===== src/rtl/ysyx_23060025_rxbar_if.sv =====
// AXI-lite-style read channel (AR + R) shared by the LSU port and both slave ports of the read crossbar.
interface ysyx_23060025_rxbar_if #(
    parameter int ADDR_LEN = 32,
    parameter int DATA_LEN = 32
);
    logic [ADDR_LEN-1:0] ar_addr;
    logic                ar_valid;
    logic                ar_ready;
    logic [DATA_LEN-1:0] r_data;
    logic [1:0]          r_resp;
    logic                r_valid;
    logic                r_last;
    logic                r_ready;

    modport master (
        output ar_addr, ar_valid, r_ready,
        input  ar_ready, r_data, r_resp, r_valid, r_last
    );

    modport slave (
        input  ar_addr, ar_valid, r_ready,
        output ar_ready, r_data, r_resp, r_valid, r_last
    );
endinterface


===== src/rtl/ysyx_23060025_rxbar.sv =====
// Single-master, two-slave read crossbar (LSU -> CLINT / memory), one transaction in flight.
// Define RXBAR_DECERR_EN to answer unmapped addresses with a decode error instead of routing them to memory.
//
// state | meaning
// IDLE  | accepting a new read address from the master
// ADDR  | presenting addr_q to the selected slave
// DATA  | passing the selected slave's read beats through to the master
// ERR   | returning a single decode-error beat
module ysyx_23060025_rxbar #(
    parameter int                  ADDR_LEN   = 32,
    parameter int                  DATA_LEN   = 32,
    parameter logic [ADDR_LEN-1:0] CLINT_BASE = 32'h0200_0000,
    parameter logic [ADDR_LEN-1:0] CLINT_SIZE = 32'h0001_0000,
    parameter logic [ADDR_LEN-1:0] MEM_BASE   = 32'h8000_0000,
    parameter logic [ADDR_LEN-1:0] MEM_SIZE   = 32'h0800_0000
) (
    input  logic                  clock,
    input  logic                  rstn,
    ysyx_23060025_rxbar_if.slave  m,
    ysyx_23060025_rxbar_if.master c,
    ysyx_23060025_rxbar_if.master s
);
    typedef enum logic [1:0] {IDLE, ADDR, DATA, ERR} state_t;

    state_t              state;
    state_t              state_nx;
    logic [ADDR_LEN-1:0] addr_q;
    logic [1:0]          sel_q;
    logic [1:0]          sel_dec;
    logic [ADDR_LEN-1:0] off_c;
    logic                hit_c;

    // Offset compare wraps at ADDR_LEN bits, so a window may sit anywhere in the map.
    assign off_c = m.ar_addr - CLINT_BASE;
    assign hit_c = off_c < CLINT_SIZE;

`ifdef RXBAR_DECERR_EN
    logic [ADDR_LEN-1:0] off_s;
    logic                hit_s;
    assign off_s   = m.ar_addr - MEM_BASE;
    assign hit_s   = off_s < MEM_SIZE;
    assign sel_dec = hit_c ? 2'b01 : (hit_s ? 2'b10 : 2'b00);
`else
    logic unused_mem_window;
    assign unused_mem_window = ^{MEM_BASE, MEM_SIZE};
    assign sel_dec = hit_c ? 2'b01 : 2'b10;
`endif

    always_ff @(posedge clock) begin
        if (!rstn) begin
            state  <= IDLE;
            addr_q <= '0;
            sel_q  <= 2'b00;
        end else begin
            state <= state_nx;
            if (state == IDLE && m.ar_valid) begin
                addr_q <= m.ar_addr;
                sel_q  <= sel_dec;
            end
        end
    end

    always_comb begin
        state_nx   = state;
        m.ar_ready = 1'b0;
        m.r_data   = '0;
        m.r_resp   = 2'b00;
        m.r_valid  = 1'b0;
        m.r_last   = 1'b0;
        c.ar_addr  = '0;
        c.ar_valid = 1'b0;
        c.r_ready  = 1'b0;
        s.ar_addr  = '0;
        s.ar_valid = 1'b0;
        s.r_ready  = 1'b0;
        case (state)
            IDLE: begin
                m.ar_ready = rstn;
                if (m.ar_valid) state_nx = (sel_dec == 2'b00) ? ERR : ADDR;
            end
            ADDR: begin
                if (sel_q == 2'b01) begin
                    c.ar_valid = 1'b1;
                    c.ar_addr  = addr_q;
                    if (c.ar_ready) state_nx = DATA;
                end else if (sel_q == 2'b10) begin
                    s.ar_valid = 1'b1;
                    s.ar_addr  = addr_q;
                    if (s.ar_ready) state_nx = DATA;
                end
            end
            DATA: begin
                if (sel_q == 2'b01) begin
                    m.r_data  = c.r_data;
                    m.r_resp  = c.r_resp;
                    m.r_valid = c.r_valid;
                    m.r_last  = c.r_last;
                    c.r_ready = m.r_ready;
                    if (c.r_valid && m.r_ready && c.r_last) state_nx = IDLE;
                end else if (sel_q == 2'b10) begin
                    m.r_data  = s.r_data;
                    m.r_resp  = s.r_resp;
                    m.r_valid = s.r_valid;
                    m.r_last  = s.r_last;
                    s.r_ready = m.r_ready;
                    if (s.r_valid && m.r_ready && s.r_last) state_nx = IDLE;
                end
            end
            ERR: begin
                m.r_valid = 1'b1;
                m.r_last  = 1'b1;
                m.r_resp  = 2'b11;
                if (m.r_ready) state_nx = IDLE;
            end
            default: state_nx = IDLE;
        endcase
    end
endmodule


===== src/flat_wrapper.sv =====
// flat-port wrapper written by rule: the top's interface ports become plain ports
module ysyx_23060025_rxbar_flat 
#(
    parameter int                  ADDR_LEN   = 32,
    parameter int                  DATA_LEN   = 32,
    parameter logic [ADDR_LEN-1:0] CLINT_BASE = 32'h0200_0000,
    parameter logic [ADDR_LEN-1:0] CLINT_SIZE = 32'h0001_0000,
    parameter logic [ADDR_LEN-1:0] MEM_BASE   = 32'h8000_0000,
    parameter logic [ADDR_LEN-1:0] MEM_SIZE   = 32'h0800_0000
)
  (clock, rstn, m_ar_addr, m_ar_valid, m_r_ready, m_ar_ready, m_r_data, m_r_resp, m_r_valid, m_r_last, c_ar_addr, c_ar_valid, c_r_ready, c_ar_ready, c_r_data, c_r_resp, c_r_valid, c_r_last, s_ar_addr, s_ar_valid, s_r_ready, s_ar_ready, s_r_data, s_r_resp, s_r_valid, s_r_last);
  ysyx_23060025_rxbar_if #(.ADDR_LEN(ADDR_LEN), .DATA_LEN(DATA_LEN)) m_i ();
  ysyx_23060025_rxbar_if #(.ADDR_LEN(ADDR_LEN), .DATA_LEN(DATA_LEN)) c_i ();
  ysyx_23060025_rxbar_if #(.ADDR_LEN(ADDR_LEN), .DATA_LEN(DATA_LEN)) s_i ();
  input  logic clock;
  input  logic rstn;
  input wire logic [$bits(m_i.ar_addr)-1:0] m_ar_addr;
  input wire logic [$bits(m_i.ar_valid)-1:0] m_ar_valid;
  input wire logic [$bits(m_i.r_ready)-1:0] m_r_ready;
  output wire logic [$bits(m_i.ar_ready)-1:0] m_ar_ready;
  output wire logic [$bits(m_i.r_data)-1:0] m_r_data;
  output wire logic [$bits(m_i.r_resp)-1:0] m_r_resp;
  output wire logic [$bits(m_i.r_valid)-1:0] m_r_valid;
  output wire logic [$bits(m_i.r_last)-1:0] m_r_last;
  output wire logic [$bits(c_i.ar_addr)-1:0] c_ar_addr;
  output wire logic [$bits(c_i.ar_valid)-1:0] c_ar_valid;
  output wire logic [$bits(c_i.r_ready)-1:0] c_r_ready;
  input wire logic [$bits(c_i.ar_ready)-1:0] c_ar_ready;
  input wire logic [$bits(c_i.r_data)-1:0] c_r_data;
  input wire logic [$bits(c_i.r_resp)-1:0] c_r_resp;
  input wire logic [$bits(c_i.r_valid)-1:0] c_r_valid;
  input wire logic [$bits(c_i.r_last)-1:0] c_r_last;
  output wire logic [$bits(s_i.ar_addr)-1:0] s_ar_addr;
  output wire logic [$bits(s_i.ar_valid)-1:0] s_ar_valid;
  output wire logic [$bits(s_i.r_ready)-1:0] s_r_ready;
  input wire logic [$bits(s_i.ar_ready)-1:0] s_ar_ready;
  input wire logic [$bits(s_i.r_data)-1:0] s_r_data;
  input wire logic [$bits(s_i.r_resp)-1:0] s_r_resp;
  input wire logic [$bits(s_i.r_valid)-1:0] s_r_valid;
  input wire logic [$bits(s_i.r_last)-1:0] s_r_last;
  assign m_i.ar_addr = m_ar_addr;
  assign m_i.ar_valid = m_ar_valid;
  assign m_i.r_ready = m_r_ready;
  assign m_ar_ready = m_i.ar_ready;
  assign m_r_data = m_i.r_data;
  assign m_r_resp = m_i.r_resp;
  assign m_r_valid = m_i.r_valid;
  assign m_r_last = m_i.r_last;
  assign c_ar_addr = c_i.ar_addr;
  assign c_ar_valid = c_i.ar_valid;
  assign c_r_ready = c_i.r_ready;
  assign c_i.ar_ready = c_ar_ready;
  assign c_i.r_data = c_r_data;
  assign c_i.r_resp = c_r_resp;
  assign c_i.r_valid = c_r_valid;
  assign c_i.r_last = c_r_last;
  assign s_ar_addr = s_i.ar_addr;
  assign s_ar_valid = s_i.ar_valid;
  assign s_r_ready = s_i.r_ready;
  assign s_i.ar_ready = s_ar_ready;
  assign s_i.r_data = s_r_data;
  assign s_i.r_resp = s_r_resp;
  assign s_i.r_valid = s_r_valid;
  assign s_i.r_last = s_r_last;
  ysyx_23060025_rxbar #(.ADDR_LEN(ADDR_LEN), .DATA_LEN(DATA_LEN), .CLINT_BASE(CLINT_BASE), .CLINT_SIZE(CLINT_SIZE), .MEM_BASE(MEM_BASE), .MEM_SIZE(MEM_SIZE)) u_core (.clock(clock), .rstn(rstn), .m(m_i), .c(c_i), .s(s_i));
endmodule

===== config.mk =====
export PLATFORM = sky130hd
export DESIGN_NAME = ysyx_23060025_rxbar_flat
export DESIGN_NICKNAME = d
export VERILOG_FILES = /design/src/rtl/ysyx_23060025_rxbar_if.sv /design/src/rtl/ysyx_23060025_rxbar.sv /design/src/flat_wrapper.sv
export SDC_FILE = /design/constraint.sdc
export NUM_CORES = 1
export LEC_CHECK = 0
export ABC_AREA = 1
export CAP_MARGIN = 0
export CORE_UTILIZATION = 28
export CTS_CLUSTER_SIZE = 30
export DETAILED_ROUTE_END_ITERATION = 12
export PLACE_DENSITY_LB_ADDON = 0.25
export SLEW_MARGIN = 40
export SYNTH_ARGS = -nofsm -noshare
export SYNTH_HDL_FRONTEND = slang
export SYNTH_SLANG_ARGS = --single-unit

===== constraint.sdc =====
create_clock -name clock -period 1.1 [get_ports clock]
set_input_delay 0.11 -clock clock [delete_from_list [all_inputs] [get_ports clock]]
set_output_delay 0.11 -clock clock [all_outputs]
set_load 0.02 [all_outputs]

==> results.sh, run 1 <==
export IMPL_clk_path_buf_depth=2
export IMPL_worstPathMaxFanout=6
export IMPL_finalHoldViolCount=0
export IMPL_start_util_pct=29.0
export IMPL_instances_no_fill=798
export IMPL_finalClockSkew_ns=0.00781
export IMPL_grt_use_total_pct=31.0
export IMPL_peakVddDrop_v=0.00111
export IMPL_finalSetupTns_ns=-73.51
export IMPL_die_x_um=94.2
export IMPL_cts_root_buf="clkbuf_8"
export IMPL_area_growth_pct=223
export IMPL_syn_num_nets=518
export IMPL_antenna_found_initial=0
export IMPL_vias_per_cell=5.20
export IMPL_netlist_instances=407
export IMPL_dp_hpwl_um=8340
export IMPL_cp_end_kind="output pin"
export IMPL_fin_crit_sh_pct=160
export IMPL_synth_seq_area_share_pct=30.3
export IMPL_p_per_area_nw_per_um2=1480
export IMPL_htree_levels=2
export IMPL_clock_latency_ns=0.30
export IMPL_fmax_ghz=0.569
export IMPL_rsz0062_at_grt="true"
export IMPL_min_period_ns=1.76
export IMPL_fin_util_pct=93.5
export IMPL_drc_errors=0
export IMPL_clk_pin_slew_ns=0.08
export IMPL_grt_pass1_wl_um=21100
export IMPL_drv_cap=0
export IMPL_placement_io_buffers=214
export IMPL_vias=4152
export IMPL_worst_slew_pin_slew_ns=0.533
export IMPL_first_iter_violations=115
export IMPL_critPathLaunchType="flip-flop"
export IMPL_drt_wl_total_um=17300
export IMPL_finalSetupViolations=141
export IMPL_p_leak_nw=2.99
export IMPL_overflow=0
export IMPL_synth_seq_cells=36
export IMPL_ios=215
export IMPL_ys_types=20
export IMPL_syn_area_um2=2380
export IMPL_required_ns=0.99
export IMPL_diodes=0
export IMPL_drv_slew=0
export IMPL_place_inst=731
export IMPL_hold_buffers=0
export IMPL_setup_ws_ns=-0.659
export IMPL_grt_max_degree=36
export IMPL_failed_checks="negative setup slack"
export IMPL_min_delay_path_class="in2reg"
export IMPL_final_antenna_net_count=0
export IMPL_hold_ws_ns=0.336
export IMPL_die_y_um=94.2
export IMPL_firstDrtPassIters=4
export IMPL_syn_avg_cell_area_um2=5.85
export IMPL_die_area_um2=8870
export IMPL_worstSetupPathType="reg2out"
export IMPL_relSlewSlack_pct=64.5
export IMPL_rows=33
export IMPL_first_global_vias=4185
export IMPL_cts_buffers=5
export IMPL_ys_warnings_count=0
export IMPL_clkSinkCount=36
export IMPL_crit_arrival_ns=1.65
export IMPL_final_layout_size_suffix_gt1_share_pct=65.2
export IMPL_cts_tree="done"
export IMPL_gp_congestion=0.834
export IMPL_wire_per_inst_um=21.7
export IMPL_run_status="finished, violations left"
export IMPL_core_um2=8220
export IMPL_fin_nets=803
routing by layer:
layer  vias to the layer above  routed length (µm)  track usage, %
li1                       1855                   -               -
met1                      1993                5780            29.6
met2                       240                9430            61.7
met3                        64                1340            7.85
met4                         0                 786            12.7
met5                         -                   0               0
worst max-delay path, stage by stage, from the launching register on:
cell and delay (ns):
dfxtp_4 0.39, inv_6 0.04, nor2_4 0.09, inv_2 0.07
nor2_4 0.14, inv_4 0.09, clkbuf_16 0.17, buf_4 0.14
nor2_4 0.08, buf_6 0.12
timing repair:
action,in CTS,in global routing
buffers inserted,31,18
hold endpoints to repair,0,0
pin swaps,23,29
endpoints found under the setup margin,141,141
resized for setup,720,105
gates cloned,15,7
cell families (layout without fill, tap and decap cells):
| family | after synthesis | count (layout) | synth area share, % |
|---|---|---|---|
| compound gates | 108 | 108 | 23.1 |
| fa+ha+maj | 1 | 1 | 0.526 |
| buf+inv | 78 | 364 | 14.9 |
| flops | 36 | 36 | 30.3 |
| simple gates | 184 | 184 | 31.2 |
synth_stat cells, drive strengths merged:
master / instances / share of area [%]
a21oi: 67 / 14
a31oi: 4 / 1.1
buf: 19 / 5.5
clkbuf: 7 / 1.2
dfxtp: 36 / 30
ha: 1 / 0.53
inv: 52 / 8.2
nand2: 91 / 14
nand3: 4 / 0.84
nor2: 87 / 16
nor3: 2 / 0.42
o21ai: 37 / 7.8
layout by cell type (no fill, tap or decap), types with 2 or more instances in the layout:
master and n:
o21ai_2 17, a21oi_1 7, inv_2 5, a21oi_4 39, inv_1 40, nand2_1 30
buf_8 3, clkbuf_8 5, dfxtp_1 32, nand2_2 28, o21ai_0 4, buf_12 22
o21ai_1 2, clkinv_4 3, inv_4 4, a31oi_2 4, buf_16 13, o21ai_4 14
a21oi_2 21, nor2_2 3, nor3_4 2, clkdlybuf4s50_1 108, nand3_1 3, buf_6 101
dfxtp_4 4, nor2_1 14, clkbuf_16 6, nor2_4 70, buf_4 50, nand2_4 33
flip-flops by register name (all words and copies together), names as in the netlist:
signal and flops:
u_core.addr_q 32, u_core.sel_q 2, u_core.state 2
power by group:
group | total, mW | switching (mW) | internal (mW)
registers | 1.95 | 0.246 | 1.71
clock network | 1.14 | 0.557 | 0.582
logic | 8.31 | 4.47 | 3.85
worst paths after layout:
kind                                       from                        endpoint  slack [ns]  cells after the start
hold reg to reg   u_core.addr_q[0]$_SDFFE_PN0P_   u_core.addr_q[0]$_SDFFE_PN0P_        0.51                      2
setup / recovery   u_core.state[0]$_SDFFE_PN0P_                   s_ar_addr[28]       -0.66                      9
setup reg to reg   u_core.sel_q[0]$_SDFFE_PN0P_    u_core.state[1]$_SDFFE_PN0P_       -0.51                     12
hold / removal                    m_ar_addr[26]  u_core.addr_q[26]$_SDFFE_PN0P_        0.34                      4
per-stage QoR:
step                worst slack [ns]  area, µm²  power, mW
detailed placement            -0.711       5960       6.87
finish                        -0.659       7690       11.4
CTS                           -0.600       7090       10.3
global placement              -0.677       5960       6.71
floorplan                     -0.200       3620       5.34
global route                  -0.737       7690       11.8
layout make-up:
| type | instances | area, µm² |
|---|---|---|
| Clock inverter | 2 | 11.3 |
| Timing Repair Buffer | 304 | 3580 |
| Sequential cell | 36 | 736 |
| Multi-Input combinational cell | 293 | 2910 |
| Fill cell | 241 | 531 |
| Clock buffer | 6 | 93.8 |
| Tap cell | 105 | 131 |
| Inverter | 52 | 223 |
Power figures use the tool's default switching activity.
==> inputs of run 2 (changes only) <==
- SKIP_LAST_GASP: not set -> 1
- clock period: 1.1 -> 1.6 ns (I/O delays scaled with it)
==> run 2 against run 1 <==
- the run still ends with negative setup slack left
- final cell count decreased by 6.9%
- wire length down 38%
- flip-flop and latch count is the same
- via count fell by 16%
- global-route usage decreased by 12 points
- total power is 58% lower
- sequential power decreased by 35%
- critical path type unchanged
- critical endpoint is now m_r_data[13]
- largest cell class unchanged
- highest routed layer unchanged
==> results.sh, run 2 (same netlist as run 1, synthesis figures left out) <==
export IMPL_clk_pin_slew_ns=0.07
export IMPL_relSlewSlack_pct=79.2
export IMPL_final_cell_mix="clkdlybuf4s50_1, buf_4, nand2_1, nor2_1, a21oi_1"
export IMPL_min_delay_path_class="in2reg"
export IMPL_p_leak_nw=2.17
export IMPL_gp_congestion=0.765
export IMPL_min_period_ns=1.66
export IMPL_overflow=0
export IMPL_largest_reg_flops=32
export IMPL_instances_no_fill=743
export IMPL_regMostFlops="u_core.addr_q"
export IMPL_failed_checks="negative setup slack"
export IMPL_dp_slack_ns=-0.332
export IMPL_finalClockSkew_ns=0.00556
export IMPL_antenna_found_initial=0
export IMPL_final_common_cell="clkdlybuf4s50_1"
export IMPL_fmax_ghz=0.601
export IMPL_power_frac_seq_pct=26.2
export IMPL_fin_crit_sh_pct=104
export IMPL_hold_buffers=0
export IMPL_required_ns=1.44
export IMPL_vias_per_cell=4.69
export IMPL_setup_ws_ns=-0.0646
export IMPL_finalHoldViolCount=0
export IMPL_peakVddDrop_v=0.000609
export IMPL_fin_nets=749
export IMPL_drt_wl_total_um=10700
export IMPL_rows=33
export IMPL_p_int_mw=2.74
export IMPL_worstSetupPathType="reg2out"
export IMPL_grt_max_degree=36
export IMPL_vias=3485
export IMPL_diodes=0
export IMPL_worstPathMaxFanout=5
export IMPL_cts_buffers=5
export IMPL_crit_arrival_ns=1.50
export IMPL_grt_pass1_wl_um=13700
export IMPL_wire_per_inst_um=14.4
export IMPL_rsz0062_at_grt="true"
export IMPL_placement_io_buffers=214
export IMPL_die_x_um=94.2
export IMPL_clkSinkCount=36
export IMPL_drv_cap=0
export IMPL_die_y_um=94.2
export IMPL_clk_path_buf_depth=2
export IMPL_cp_end_kind="output pin"
export IMPL_finalSetupViolations=18
export IMPL_power_frac_comb_pct=61.2
export IMPL_final_layout_size_suffix_gt1_share_pct=35.3
export IMPL_drc_errors=0
export IMPL_final_antenna_net_count=0
export IMPL_die_area_um2=8870
export IMPL_drv_slew=0
export IMPL_core_um2=8220
export IMPL_p_sw_share_pct=43.0
export IMPL_grt_use_total_pct=19.4
export IMPL_cts_root_buf="clkbuf_8"
export IMPL_dp_hpwl_um=7020
export IMPL_firstDrtPassIters=4
export IMPL_top_regs="u_core.addr_q (32), u_core.sel_q (2), u_core.state (2)"
export IMPL_area_growth_pct=120
export IMPL_cts_tree="done"
export IMPL_p_per_area_nw_per_um2=919
export IMPL_clock_latency_ns=0.28
export IMPL_start_util_pct=29.0
export IMPL_critPathLaunchType="flip-flop"
export IMPL_p_switching_mw=2.07
export IMPL_place_inst=721
export IMPL_ios=215
export IMPL_first_iter_violations=44
export IMPL_run_status="finished, violations left"
export IMPL_clockPowerShare_pct=12.6
export IMPL_htree_levels=2
export IMPL_first_global_vias=3035
export IMPL_worst_slew_pin_slew_ns=0.312
## run 2: cell type report
cell class,instances,area (µm²)
Clock inverter,1,5.00
Clock buffer,6,72.6
Timing Repair inverter,1,16.3
Multi-Input combinational cell,293,1620
Sequential cell,36,728
Tap cell,105,131
Timing Repair Buffer,249,2450
Inverter,52,210
Fill cell,778,2980
## run 2: through the flow
| step | utilization [%] | total power, mW | hold slack [ns] | instance area [µm²] | setup TNS, ns |
|---|---|---|---|---|---|
| after floorplan | - | 2.62 | 0.298 | 2380 | 0 |
| after global placement | 57.5 | 3.57 | 0.460 | 4730 | -19.20 |
| after detailed placement | 57.5 | 3.63 | 0.473 | 4730 | -21.87 |
| after CTS | 54.2 | 4.31 | 0.444 | 4450 | -0.297 |
| after global routing | 63.7 | 5.13 | 0.459 | 5230 | -6.44 |
| final | 63.7 | 4.81 | 0.450 | 5230 | -0.268 |
## run 2: repair_timing
action,CTS,global route
pin swaps,4,9
buffers inserted,4,5
gates resized for setup,451,209
cloned,2,5
setup endpoints to repair,105,104
## run 2: final timing paths
kind	from	end	slack [ns]	cells after the start
max	u_core.sel_q[0]$_SDFFE_PN0P_	m_r_data[13]	-0.06	8
min	m_ar_addr[29]	u_core.addr_q[29]$_SDFFE_PN0P_	0.45	3
max reg2reg	u_core.state[0]$_SDFFE_PN0P_	u_core.addr_q[15]$_SDFFE_PN0P_	0.16	8
min reg2reg	u_core.addr_q[22]$_SDFFE_PN0P_	u_core.addr_q[22]$_SDFFE_PN0P_	0.48	2
## run 2: per-layer routing
metal	wire length, µm	share of wire (%)	track usage, %	vias up
li1	-	-	-	1731
met1	4120	39	20.3	1600
met2	5620	53	37.3	142
met3	789	7.4	4.77	12
met4	155	1.5	6.28	0
met5	0	0	0	-
## run 2: power groups by stage
stage	clock, mW	sequential (mW)	combinational, mW
detailed placement	0	1.26	2.37
global placement	0	1.26	2.32
global route	0.658	1.29	3.18
floorplan	0	1.26	1.37
finish	0.604	1.26	2.94
CTS	0.623	1.26	2.43
## run 2: critical path: stages, from the launching register on
cell and delay, ns:
dfxtp_2 0.33, buf_6 0.12, nor2_4 0.11, buf_6 0.15, buf_16 0.11, buf_6 0.09
nand2_4 0.03, a21oi_2 0.15, buf_6 0.13
==> patch 1: new RTL, settings of run 1 <==
`ADDR_LEN` is set to 32 in 3 places; all go to 64.
--- a/src/rtl/ysyx_23060025_rxbar_if.sv
+++ b/src/rtl/ysyx_23060025_rxbar_if.sv
@@ -1,6 +1,6 @@
 // AXI-lite-style read channel (AR + R) shared by the LSU port and both slave ports of the read crossbar.
 interface ysyx_23060025_rxbar_if #(
-    parameter int ADDR_LEN = 32,
+    parameter int ADDR_LEN = 64,
     parameter int DATA_LEN = 32
 );
     logic [ADDR_LEN-1:0] ar_addr;
--- a/src/rtl/ysyx_23060025_rxbar.sv
+++ b/src/rtl/ysyx_23060025_rxbar.sv
@@ -7,7 +7,7 @@
 // DATA  | passing the selected slave's read beats through to the master
 // ERR   | returning a single decode-error beat
 module ysyx_23060025_rxbar #(
-    parameter int                  ADDR_LEN   = 32,
+    parameter int                  ADDR_LEN   = 64,
     parameter int                  DATA_LEN   = 32,
     parameter logic [ADDR_LEN-1:0] CLINT_BASE = 32'h0200_0000,
     parameter logic [ADDR_LEN-1:0] CLINT_SIZE = 32'h0001_0000,
--- a/src/flat_wrapper.sv
+++ b/src/flat_wrapper.sv
@@ -1,7 +1,7 @@
 // flat-port wrapper written by rule: the top's interface ports become plain ports
 module ysyx_23060025_rxbar_flat 
 #(
-    parameter int                  ADDR_LEN   = 32,
+    parameter int                  ADDR_LEN   = 64,
     parameter int                  DATA_LEN   = 32,
     parameter logic [ADDR_LEN-1:0] CLINT_BASE = 32'h0200_0000,
     parameter logic [ADDR_LEN-1:0] CLINT_SIZE = 32'h0001_0000,
Ports: changed (resized c_ar_addr, m_ar_addr and s_ar_addr); port bits go from 215 to 311. The function was not compared with the original's and may differ.
==> patch 1 against run 1 <==
  * The flow still finishes with violations (setup timing)
  * Clock skew down 0.0043 ns
  * Highest routed layer unchanged
  * Cell area up 70%
  * First-iteration DRC count rose to 3.0 times the old value
  * Sequential cell count up 32
  * Area after synthesis up 110%
  * Count of clock-buffer cells in the layout up 5
  * Combinational power up 29%
  * Core utilization down 16 points
  * Worst setup slack worse by 0.088 ns
  * Wire length up 76%
  * Total power up 50%
==> patch 1: results (changes against run 1) <==
- Status: finished with violations (unchanged)
- Failing checks: setup timing (unchanged)
- Crit-path slowest cell: dfxtp_2 (was dfxtp_4)
- Crit-path max cell delay: 0.35 ns (was 0.39 ns)
- Cell area after placement: 10800 um^2 (was 5960 um^2)
- Final Skew: 0.00350 ns (was 0.00781 ns)
- Number of distinct library cells after synthesis: 28 (was 20)
- Nets: 1556 (was 803)
- Setup Viol. Count Final: 237 (was 141)
- Total negative setup slack: -133.85 ns (was -73.51 ns)
- Peak VDD IR: 0.994 mV (was 1.11 mV)
- Measured slew at the worst slew-check pin: 0.348 ns (was 0.533 ns)
- Final GP Congestion: 0.936 (was 0.834)
- DRT iter0 DRCs: 341 (was 115)
- CP Max Fanout: 19 (was 6)
- H-tree levels: 3 (was 2)
- Top cells by count, synth: 217 x nor2_1, 187 x nand2_1, 110 x inv_1, 99 x a21oi_1, 70 x o21ai_0 (was 91 x nand2_1, 79 x nor2_1, 66 x a21oi_1, 41 x inv_1, 36 x dfxtp_1)
- Reg2reg setup slack: -0.72 ns (was -0.51 ns)
- Final worst slack: -0.747 ns (was -0.659 ns)
- Registers with the most flip-flops: u_core.addr_q (64), u_core.sel_q (2), u_core.state (2) (was u_core.addr_q (32), u_core.sel_q (2), u_core.state (2))
- Hold path start: m_ar_addr[23] (was m_ar_addr[26])
- Cells on worst reg2reg path: 10 (was 12)
- GRT Total Usage: 0.269 (was 0.310)
- CTS root buf: clkbuf_16 (was clkbuf_8)
- Drt total wl: 30500 um (was 17300 um)
- Grt met2 use: 0.487 (was 0.617)
- Hold EP: u_core.addr_q[23]$_SDFFE_PN0P_ (was u_core.addr_q[26]$_SDFFE_PN0P_)
- Post-DP HPWL: 18900 um (was 8340 um)
- Drt first pass iters: 5 (was 4)
- Grt met1 use: 0.304 (was 0.296)
- First-pass GRT wire length: 37600 um (was 21100 um)
- Number of global-route vias before repair: 7154 (was 4185)
- Routed vias: 7985 (was 4152)
- Lkg Pwr: 5.67 nW (was 2.99 nW)
- Layout cells sized above 1: 0.541 (was 0.652)
- Pin count of the biggest net entering global routing: 94 (was 36)
- CTS Buffer Depth: 2 (unchanged)
- CTS clock-pin slew for the worst setup and hold paths: 0.06 ns (was 0.08 ns)
- Post-synthesis sequential area ratio: 0.279 (was 0.303)
- Worst-skew pair later-pin latency: 0.33 ns (was 0.30 ns)
- Port Buffers: 310 (was 214)
- Post-Syn Nets: 1027 (was 518)
- TritonCTS buffer count: 9 (was 5)
- Crit path DAT: 1.74 ns (was 1.65 ns)
- Met3 GRT Util: 0.0612 (was 0.0785)
- Synth top area cells: dfxtp_1 28%, nor2_1 17%, nand2_1 14%, a21oi_1 10%, inv_1 8.5% (was dfxtp_1 30%, nand2_1 14%, a21oi_1 14%, nor2_1 12%, o21ai_0 7.4%)
- Worst r2r dst: u_core.state[0]$_SDFFE_PN0P_ (was u_core.state[1]$_SDFFE_PN0P_)
==> patch 1: changes by cell type in the layout (fill, tap and decap cells not counted), sizes merged, moves of 8 or more <==
cell	change
o21ai	+34
a21oi	+32
nand2	+102
dfxtp	+32
dlymetal6s2s	+35
nor2	+142
nand3	+25
buf	+226
clkbuf	+8
inv	+62
==> patch 1: worst max path at each step <==
stage / endpoint / start
final: c_ar_addr[23] / u_core.state[0]$_SDFFE_PN0P_
after global routing: c_ar_addr[23] / u_core.state[0]$_SDFFE_PN0P_
after CTS: u_core.sel_q[1]$_SDFFE_PN0P_ / m_ar_addr[30]
after detailed placement: u_core.sel_q[1]$_SDFFE_PN0P_ / m_ar_addr[26]
after global placement: u_core.sel_q[1]$_SDFFE_PN0P_ / m_ar_addr[26]
after floorplan: c_ar_addr[11] / u_core.state[0]$_SDFFE_PN0P_
==> patch 1: cell families (layout without fill, tap and decap cells) <==
family,count (synthesis),after routing,share of synthesized area
AND/OR/NAND/NOR,469,470,0.395
AO/OA/AOI/OAI,182,182,0.192
buffers and inverters,160,693,0.125
flip-flops,68,68,0.279
XOR/XNOR,4,4,0.00718
adder cells (fa/ha/maj),1,1,0.00256
==> patch 1: layout make-up <==
cell class                      instances  area [um^2]
Sequential cell                        68         1370
Multi-Input combinational cell        657         4810
Tap cell                              220          275
Inverter                              115          488
Clock inverter                          5         60.1
Clock buffer                           11          253
Fill cell                            1110         3730
Timing Repair Buffer                  562         5830
==> patch 1: stage by stage <==
step | cells | worst slack (ns) | hold slack (ns)
after floorplan | 884 | -0.263 | 0.303
final | 1638 | -0.747 | 0.0998
after global routing | 1638 | -0.828 | 0.129
after detailed placement | 1532 | -1.16 | 0.482
after CTS | 1576 | -0.781 | 0.201
after global placement | 1532 | -1.10 | 0.481
==> patch 1: what timing repair did <==
action,4_1_cts,5_1_grt
pin swaps,7,62
endpoints found under the setup margin,237,237
endpoints found under the hold margin,0,0
gates cloned,8,10
setup buffers,20,57
gates resized for setup,681,506
==> patch 1: critical path: cells and delay by family, from the launching register on <==
family | cells | cell delay (ns)
AND/OR/NAND/NOR | 3 | 0.32
flip-flops | 1 | 0.35
buffers and inverters | 6 | 0.72
==> patch 1: power by group <==
| part | total [mW] | leakage [nW] | internal [mW] | switching [mW] |
|---|---|---|---|---|
| clock network | 3.06 | 0.152 | 1.88 | 1.17 |
| logic | 10.7 | 4.95 | 4.70 | 5.99 |
| registers | 3.40 | 0.565 | 3.18 | 0.215 |
| total | 17.1 | 5.67 | 9.76 | 7.38 |
==> patch 1: layer usage <==
layer,up-vias,wire length [um]
li1,3844,-
met1,3723,11200
met2,322,15600
met3,96,2200
met4,0,1500
met5,-,0
==> patch 2: new RTL, flow settings as in run 1 <==
Without the edit above. Encoding of `state_t`: now one-hot (4 bits for 4 states).
--- a/src/rtl/ysyx_23060025_rxbar.sv
+++ b/src/rtl/ysyx_23060025_rxbar.sv
@@ -20,7 +20,7 @@
     ysyx_23060025_rxbar_if.master c,
     ysyx_23060025_rxbar_if.master s
 );
-    typedef enum logic [1:0] {IDLE, ADDR, DATA, ERR} state_t;
+    typedef enum logic [3:0] {IDLE = 4'b0001, ADDR = 4'b0010, DATA = 4'b0100, ERR = 4'b1000} state_t;
 
     state_t              state;
     state_t              state_nx;
Function: same outputs for any inputs over 10 cycles, from zero or initial values and one cycle with rstn low; not proved beyond that.
==> patch 2 against run 1 <==
  * The flow still finishes with violations (setup timing)
  * Register-to-register slack lost 0.04 ns
  * Die area up 1.5%
  * Total power fell by 6.4%
  * Sequential power is 5% higher
  * Cell area is 3.3% lower
  * Non-clock buffer count shrank 2
  * Cell count up 0.63%
  * Area after synthesis up 1.5%
  * Wire length shrank 9.5%
  * Worst setup slack better by 0.035 ns
  * Sequential cell count up 1
  * Synthesized cell count is 1.7% higher
  * Clock power up 5%
  * Combinational power decreased by 11%
  * Critical endpoint is now c_r_ready
  * Largest power group unchanged
==> patch 2: results (changes against run 1) <==
- ANT cells: 0 (unchanged)
- Port Buffers: 214 (unchanged)
- Worst-skew pair later-pin latency: 0.29 ns
- Final worst slack: -0.624 ns (was -0.659 ns)
- Crit path DAT: 1.61 ns (was 1.65 ns)
- Drt total wl: 15700 um (was 17300 um)
- Drt first pass iters: 4 (unchanged)
- Nets: 808 (was 803)
- Number of distinct library cells after synthesis: 21 (was 20)
- Total negative setup slack: -71.31 ns (was -73.51 ns)
- CTS clock-pin slew for the worst setup and hold paths: 0.09 ns
- Post-Place Worst Slack: -0.712 ns (was -0.711 ns)
- Synth top area cells: dfxtp_1 31%, a21oi_1 15%, nand2_1 14%, nor2_1 14%, inv_1 7.3% (was dfxtp_1 30%, nand2_1 14%, a21oi_1 14%, nor2_1 12%, o21ai_0 7.4%)
- Cell area after placement: 5930 um^2 (was 5960 um^2)
- Final Skew: 0.00873 ns (was 0.00781 ns)
- Post-DP HPWL: 8510 um (was 8340 um)
- Lkg Pwr: 2.84 nW (was 2.99 nW)
- Setup Viol. Count Final: 142 (was 141)
- CTS root buf: clkbuf_8 (unchanged)
- Final GP Congestion: 0.794 (was 0.834)
- Registers with the most flip-flops: u_core.addr_q (32), u_core.state (3), u_core.sel_q (2) (was u_core.addr_q (32), u_core.sel_q (2), u_core.state (2))
- Worst Hold Class: input pin to register (unchanged)
- DRT iter0 DRCs: 85 (was 115)
- Post-DR vias/cell: 5.03 (was 5.20)
- CTS hold repair buffers: 0 (unchanged)
- Layout cells sized above 1: 0.630 (was 0.652)
- Failing checks: setup timing (unchanged)
- Switching power: 4.73 mW (was 5.27 mW)
- FILL cells: 359 (was 241)
- CP Max Fanout: 6 (unchanged)
- H-tree levels: 2 (unchanged)
- GRT Total Usage: 0.301 (was 0.310)
- Top cells by count, synth: 90 x nand2_1, 87 x nor2_1, 71 x a21oi_1, 47 x inv_1, 37 x dfxtp_1 (was 91 x nand2_1, 79 x nor2_1, 66 x a21oi_1, 41 x inv_1, 36 x dfxtp_1)
- Status: finished with violations (unchanged)
- TritonCTS buffer count: 5 (unchanged)
- Yosys warning count: 0 (unchanged)
- Measured slew at the worst slew-check pin: 0.560 ns (was 0.533 ns)
- Final cell count without fillers: 803 (was 798)
- Gate Count Post-Synth: 414 (was 407)
- Initial antenna violation count: 0 (unchanged)
- Number of global-route vias before repair: 4131 (was 4185)
- Peak VDD IR: 0.845 mV (was 1.11 mV)
- First-pass GRT wire length: 20600 um (was 21100 um)
- Post-Syn Nets: 525 (was 518)
- Placed insts: 758 (was 731)
- Asr flop ratio synth: 0 (unchanged)
- Post-synthesis sequential area ratio: 0.307 (was 0.303)
==> patch 2: changes by cell type after synthesis, sizes merged, moves of 2 or more <==
cell   change
a21oi      +4
a31oi      -4
inv        -2
nand3      +8
nor3       +2
o21ai      -5
==> patch 2: worst paths after layout <==
check                                                   from  slack, ns                             to  depth (start not counted)
worst max register to register  u_core.state[0]$_SDFFE_PN1P_      -0.55  u_core.addr_q[5]$_SDFFE_PN0P_                         10
worst min register to register  u_core.sel_q[1]$_SDFFE_PN0P_       0.53   u_core.sel_q[1]$_SDFFE_PN0P_                          2
worst max-delay path            u_core.state[0]$_SDFFE_PN1P_      -0.62                      c_r_ready                          7
worst min-delay path                            m_ar_addr[6]       0.45  u_core.addr_q[6]$_SDFFE_PN0P_                          3
==> patch 2: routing by layer <==
metal | GRT usage | wire length, um | vias to the layer above | share of wire
met3 | 0.0668 | 1160 | 66 | 0.074
met5 | 0 | 0 | - | 0
met1 | 0.285 | 5150 | 1912 | 0.33
met4 | 0.150 | 790 | 0 | 0.050
li1 | - | - | 1872 | -
met2 | 0.595 | 8590 | 190 | 0.55
==> patch 2: logic make-up (layout without fill, tap and decap cells) <==
| kind of cell | count (synthesis) | count (layout) | synth area share |
|---|---|---|---|
| flip-flops | 37 | 37 | 0.307 |
| adder cells (fa/ha/maj) | 1 | 1 | 0.00518 |
| AND/OR/NAND/NOR | 195 | 195 | 0.324 |
| AO/OA/AOI/OAI | 103 | 103 | 0.213 |
| buffers and inverters | 77 | 361 | 0.148 |
| XOR/XNOR | 1 | 1 | 0.00363 |
==> patch 2: cell type report <==
| cell class | instances | area, um^2 | area share |
|---|---|---|---|
| clock buffers | 5 | 68.8 | 0.00926 |
| clock inverters | 3 | 46.3 | 0.00623 |
| inverters | 50 | 210 | 0.0283 |
| multi-input cells | 300 | 2710 | 0.364 |
| flip-flops and latches | 37 | 752 | 0.101 |
| well taps | 105 | 131 | 0.0177 |
| repair buffers | 302 | 3510 | 0.472 |
| repair inverters | 1 | 6.26 | 0.000841 |
==> patch 2: repair_timing <==
item	in CTS	in global routing
pin swaps	22	20
gates cloned	13	3
endpoints found under the setup margin	142	142
buffers inserted	16	9
gates resized for setup	768	69
==> patch 2: power groups by stage <==
stage / logic, mW / registers (mW) / clock network, mW
6_report: 7.43 / 2.04 / 1.20
5_1_grt: 7.80 / 2.07 / 1.27
2_1_floorplan: 3.04 / 1.98 / 0
4_1_cts: 6.66 / 2.01 / 1.22
3_5_place_dp: 4.56 / 2.01 / 0
3_3_place_gp: 4.46 / 1.98 / 0
==> patch 2: critical path, stage by stage, from the launching register on <==
cell and delay (ns):
dfxtp_2 0.35, inv_4 0.08, buf_6 0.10, nand3_4 0.09, buf_6 0.15, buf_16 0.14, nor3_4 0.25, buf_6 0.17
